<file path="src/rtl/stream_fifo_pkg.sv">
// Shared helpers for the stream_fifo block: pointer sizing and parameter checks.
package stream_fifo_pkg;

  // Pointer width for a given number of entries.
  function automatic int ptr_w(int depth);
    return $clog2(depth);
  endfunction

  // DEPTH must be a power of two and at least 2 so pointers wrap naturally.
  function automatic bit depth_ok(int depth);
    return (depth >= 2) && ((depth & (depth - 1)) == 0);
  endfunction

  // AFULL_LVL must lie within 1..DEPTH.
  function automatic bit afull_ok(int lvl, int depth);
    return (lvl >= 1) && (lvl <= depth);
  endfunction

endpackage

</file>
<file path="src/rtl/stream_fifo_mem.sv">
// DEPTH x WIDTH register array: one write port, one asynchronous read port, no reset.
module stream_fifo_mem
  import stream_fifo_pkg::*;
#(
  parameter int WIDTH = 8,
  parameter int DEPTH = 4
) (
  input  logic                      clk,
  input  logic                      we,
  input  logic [ptr_w(DEPTH)-1:0]   waddr,
  input  logic [WIDTH-1:0]          wdata,
  input  logic [ptr_w(DEPTH)-1:0]   raddr,
  output logic [WIDTH-1:0]          rdata
);

  localparam int PW = ptr_w(DEPTH);

  logic [WIDTH-1:0] mem_reg [DEPTH];
  logic [DEPTH-1:0] wsel;

  // One-hot write select, one decoder bit per entry.
  for (genvar gi = 0; gi < DEPTH; gi++) begin : g_wsel
    assign wsel[gi] = we && (waddr == PW'(gi));
  end

  // Capture write data into the selected entry.
  always_ff @(posedge clk) begin
    for (int i = 0; i < DEPTH; i++) begin
      if (wsel[i]) mem_reg[i] <= wdata;
    end
  end

  assign rdata = mem_reg[raddr];

endmodule

</file>
<file path="src/rtl/stream_fifo.sv">
// Synchronous valid/ready FIFO with first-word fall-through output, fill level
// and almost-full flag. Feeds the downstream pass-through stage from out_data.
module stream_fifo
  import stream_fifo_pkg::*;
#(
  parameter int               WIDTH     = 8,
  parameter int               DEPTH     = 4,
  parameter int               AFULL_LVL = 3,
  parameter logic [WIDTH-1:0] CLR_VAL   = '0,
  parameter bit               USE_CLR   = 1'b1
) (
  input  logic                        clk,
  input  logic                        rst_n,
  input  logic                        clr,
  input  logic                        in_valid,
  output logic                        in_ready,
  input  logic [WIDTH-1:0]            in_data,
  output logic                        out_valid,
  input  logic                        out_ready,
  output logic [WIDTH-1:0]            out_data,
  output logic [$clog2(DEPTH):0]      level,
  output logic                        afull
);

  localparam int PW = ptr_w(DEPTH);
  localparam int CW = PW + 1;

  // Illegal configurations stop elaboration rather than building a broken FIFO.
  if (!depth_ok(DEPTH)) begin : g_bad_depth
    $error("stream_fifo: DEPTH must be a power of two and at least 2");
  end
  if (!afull_ok(AFULL_LVL, DEPTH)) begin : g_bad_afull
    $error("stream_fifo: AFULL_LVL must be within 1..DEPTH");
  end

  logic [PW-1:0]    wr_ptr_reg, wr_ptr_next;
  logic [PW-1:0]    rd_ptr_reg, rd_ptr_next;
  logic [CW-1:0]    count_reg, count_next;
  logic             push, pop, clr_eff;
  logic [WIDTH-1:0] head_data;

  assign in_ready  = (count_reg != CW'(DEPTH));
  assign out_valid = (count_reg != '0);
  assign level     = count_reg;
  assign afull     = (count_reg >= CW'(AFULL_LVL));
  // Empty FIFO shows the idle value instead of stale storage.
  assign out_data  = out_valid ? head_data : CLR_VAL;

  assign push    = in_valid && in_ready;
  assign pop     = out_valid && out_ready;
  assign clr_eff = USE_CLR && clr;

  // Next-state for pointers and count; a flush overrides any handshake.
  always_comb begin
    wr_ptr_next = wr_ptr_reg;
    rd_ptr_next = rd_ptr_reg;
    count_next  = count_reg;
    if (clr_eff) begin
      wr_ptr_next = '0;
      rd_ptr_next = '0;
      count_next  = '0;
    end else begin
      if (push) wr_ptr_next = wr_ptr_reg + PW'(1);
      if (pop)  rd_ptr_next = rd_ptr_reg + PW'(1);
      if (push && !pop)      count_next = count_reg + CW'(1);
      else if (pop && !push) count_next = count_reg - CW'(1);
    end
  end

  // Pointer and count registers; reset empties the FIFO immediately.
  always_ff @(posedge clk or negedge rst_n) begin
    if (!rst_n) begin
      wr_ptr_reg <= '0;
      rd_ptr_reg <= '0;
      count_reg  <= '0;
    end else begin
      wr_ptr_reg <= wr_ptr_next;
      rd_ptr_reg <= rd_ptr_next;
      count_reg  <= count_next;
    end
  end

  stream_fifo_mem #(
    .WIDTH (WIDTH),
    .DEPTH (DEPTH)
  ) u_mem (
    .clk   (clk),
    .we    (push && !clr_eff),
    .waddr (wr_ptr_reg),
    .wdata (in_data),
    .raddr (rd_ptr_reg),
    .rdata (head_data)
  );

endmodule

</file>
<file path="config.mk">
export PLATFORM = sky130hd
export DESIGN_NAME = stream_fifo
export DESIGN_NICKNAME = d
export VERILOG_FILES = /design/src/rtl/stream_fifo_pkg.sv /design/src/rtl/stream_fifo_mem.sv /design/src/rtl/stream_fifo.sv
export SDC_FILE = /design/constraint.sdc
export NUM_CORES = 1
export LEC_CHECK = 0
export ABC_CLOCK_PERIOD_IN_PS = 3400
export CAP_MARGIN = 25
export CELL_PAD_IN_SITES_DETAIL_PLACEMENT = 0
export CELL_PAD_IN_SITES_GLOBAL_PLACEMENT = 1
export CORE_ASPECT_RATIO = 0.6
export CORE_MARGIN = 8
export CORE_UTILIZATION = 47
export DETAILED_ROUTE_END_ITERATION = 16
export DONT_BUFFER_PORTS = 1
export PLACE_DENSITY_LB_ADDON = 0.1
export SYNTH_ARGS = -nofsm -noshare
export SYNTH_HDL_FRONTEND = slang
export SYNTH_HIERARCHICAL = 1
export SYNTH_SLANG_ARGS = --single-unit
export TNS_END_PERCENT = 1
</file>
<file path="constraint.sdc">
create_clock -name clk -period 3.4 [get_ports clk]
set_clock_uncertainty 0.15 [all_clocks]
set_input_delay 0.51 -clock clk [delete_from_list [all_inputs] [get_ports clk]]
set_output_delay 0.51 -clock clk [all_outputs]
set_load 0.005 [all_outputs]
</file>
==> impl_metrics.csv <==
group,metric,value,unit
critical_path,slowest_delay,0.64,ns
finish,syn_to_final_growth,5.09,%
global_route,overflow,0,
global_route,busiest_layer,"met1",
global_route,use_met2,16.8,%
logic_synthesis,yosysTopAreaCellShare,52.8,%
placement,gp_congestion,0.735,
critical_path,cp.arrival,2.49,ns
timing,period_needed,2.48,ns
logic_synthesis,ys.flop_type,"edfxtp_1",
clocking,worstSkewPairLatency,0.28,ns
clocking,cts.path.max_buffers,2,
floorplan,io_pins,27,
logic_synthesis,synth_edf_count,32,
critical_path,end_kind,"register",
global_route,gr-usage-all-layers,12.2,%
logic_synthesis,yosysUniqueCellTypes,40,
finish,final_common_cell,"edfxtp_1",
logic_synthesis,async_reset_ff_share,17.9,%
timing,tns,0,ns
timing,grt_setup_unrepaired,"false",
floorplan,std_cell_rows,17,
critical_path,crit_chain,"nor3b_2 -> inv_2 -> nand2_1 -> a21oi_1 -> fa_1 -> and3b_1 -> o311ai_1 -> a311oi_1",
clocking,cts_root_buf,"clkbuf_8",
finish,antenna_cells,0,
logic_synthesis,syn_nets,127,
placement,post-place-ws,0.953,ns
power_and_ir_drop,p_per_area,626,nW/um^2
global_route,gr-usage-met3,5.36,%
timing,hold_ws,0.136,ns
critical_path,start_kind,"register",
logic_synthesis,synth_seq_cells,39,
critical_path,crit_buf_inv,1,
clocking,cts_tree,"yes",
placement,place.detailed.hpwl,2500,um
timing,tightest_slew,0.636,ns
critical_path,path_class,"reg -> reg",
finish,final_util,51.7,%
critical_path,cp.required,3.40,ns
critical_path,cp_slowest_cell,"dfrtp_1",
timing,slew_violations,0,
finish,drive_gt1_share,22.6,%
placement,io_buffers,0,
logic_synthesis,ys_seq_area_share,62.4,%
routing,vias,944,
clocking,path_clk_slew,0.07,ns
global_route,grt_pass1_vias,939,
floorplan,die_area,6190,sq um
logic_synthesis,syn_area,1820,sq um
flow_run,max_cap_violations,0,
hold_path,hold_class,"in -> reg",
logic_synthesis,synth_top_cell_by_area,"edfxtp_1",
finish,largest_reg_flops,32,
routing,routed_wl,3500,um
timing,relSlewSlack,57.6,%
routing,vias_per_cell,5.83,
logic_synthesis,synth_warnings,6,
routing,postRouteAntennaNets,0,
floorplan,die_x,96.3,um
routing,wl_per_cell,21.6,um
clocking,cts_buffers,5,
floorplan,coreArea,3700,sq um
power_and_ir_drop,p_leak,0.659,nW
floorplan,floorplan.initialDensity,49.2,%
clocking,clock_sinks,39,
clocking,htreeDepth,2,
routing,drc,0,
critical_path,path_max_fanout,13,
timing,hold_viol_final,0,
logic_synthesis,synth_area_per_cell,16.1,sq um
global_route,met1_usage,16.9,%
power_and_ir_drop,ir_worst_vdd,256,uV
logic_synthesis,yosys-top-cells-area,"edfxtp_1 53%, mux4_2 9.9%, dfrtp_1 9.6%",
finish,fin_nets,129,
global_route,grt_pass1_wl,5440,um
global_route,antenna_found_initial,0,
routing,firstDrtPassIters,4,
timing,setup_violations,0,
finish,layout_common_cells,"32 x edfxtp_1, 9 x nor2b_1, 8 x mux4_2",
outcome,status,"complete, no violations",
timing,finalCritPeriodShare,73.1,%
timing,fmax,403,MHz
critical_path,critPathTopFamily,"flip-flops",
routing,drtIter0Drc,54,
logic_synthesis,syn_inst,113,
global_route,grt_max_degree,14,
timing,worst_slack,0.916,ns
clocking,post_cts_buffers,0,
floorplan,die_h,64.2,um
## per-layer routing
| layer | share of wire [%] | routed length (um) |
|---|---|---|
| met3 | 7.8 | 272 |
| met4 | 0.77 | 27 |
| met5 | 0 | 0 |
| met1 | 49 | 1700 |
| met2 | 43 | 1490 |
## cell usage after synthesis, types with 2 or more instances
library cell and instances:
a21oi_1 2, and3b_1 3, buf_4 2, buf_6 4
dfrtp_1 7, edfxtp_1 32, inv_1 3, inv_2 3
mux4_2 8, nand2_1 2, nand3_1 2, nor2_1 4
nor2b_1 9, nor3b_1 2, o21a_1 2, o21ai_0 2
xor2_1 3
## cell type report
type	instances	area [sq um]
clock inverter	2	8.76
tap	47	58.8
multi-input combinational	60	593
inverter	6	22.5
sequential	39	1140
clock buffer	5	68.8
fill	316	1790
timing repair buffer	3	25.0
## where the power goes
group | leakage (nW) | switching (mW) | total, mW | internal (mW)
clock network | 0.0414 | 0.146 | 0.282 | 0.136
registers | 0.383 | 0.0690 | 0.619 | 0.550
logic | 0.234 | 0.144 | 0.297 | 0.153
## cells by family (layout without fill, tap and decap cells)
logic type,Yosys count,count (layout),synth area share [%]
DFF,39,39,62.4
and+or+nand+nor,30,30,11.0
xor gates and xnor gates,3,3,1.44
muxes,9,9,10.5
buffers and inverters,14,16,5.02
AOI/OAI and AO/OA,17,17,8.52
adders and majority gates,1,1,1.10
## final timing paths
kind,start,end,slack [ns],cells after the start
setup reg to reg,level[2],level[2],0.92,8
max in group asynchronous,rst_n,wr_ptr_reg[0],2.39,1
hold / removal,clr,level[1],0.14,1
setup / recovery,level[2],level[2],0.92,8
min in group asynchronous,rst_n,level[2],0.44,1
hold reg to reg,wr_ptr_reg[0],wr_ptr_reg[0],0.48,2
## worst reg2reg max path: cells and delay by family (launching register included)
kind | cells | cell delay, ns
AO/OA/AOI/OAI | 3 | 0.41
adder cells (fa/ha/maj) | 1 | 0.44
buffers and inverters | 1 | 0.09
flip-flops | 1 | 0.64
AND/OR/NAND/NOR | 3 | 0.62
## timing repair
action	CTS	global route
hold endpoints to repair	7	0
hold buffers	1	0
gates resized for setup	0	0
## stage by stage
stage | cells | power (mW) | cell area [sq um]
floorplan | 113 | 0.892 | 1820
global placement | 154 | 0.925 | 1830
detailed placement | 154 | 0.932 | 1830
CTS | 162 | 1.21 | 1910
global route | 162 | 1.27 | 1910
finish | 162 | 1.20 | 1910
Note: power is estimated with default switching activity, not from simulation.
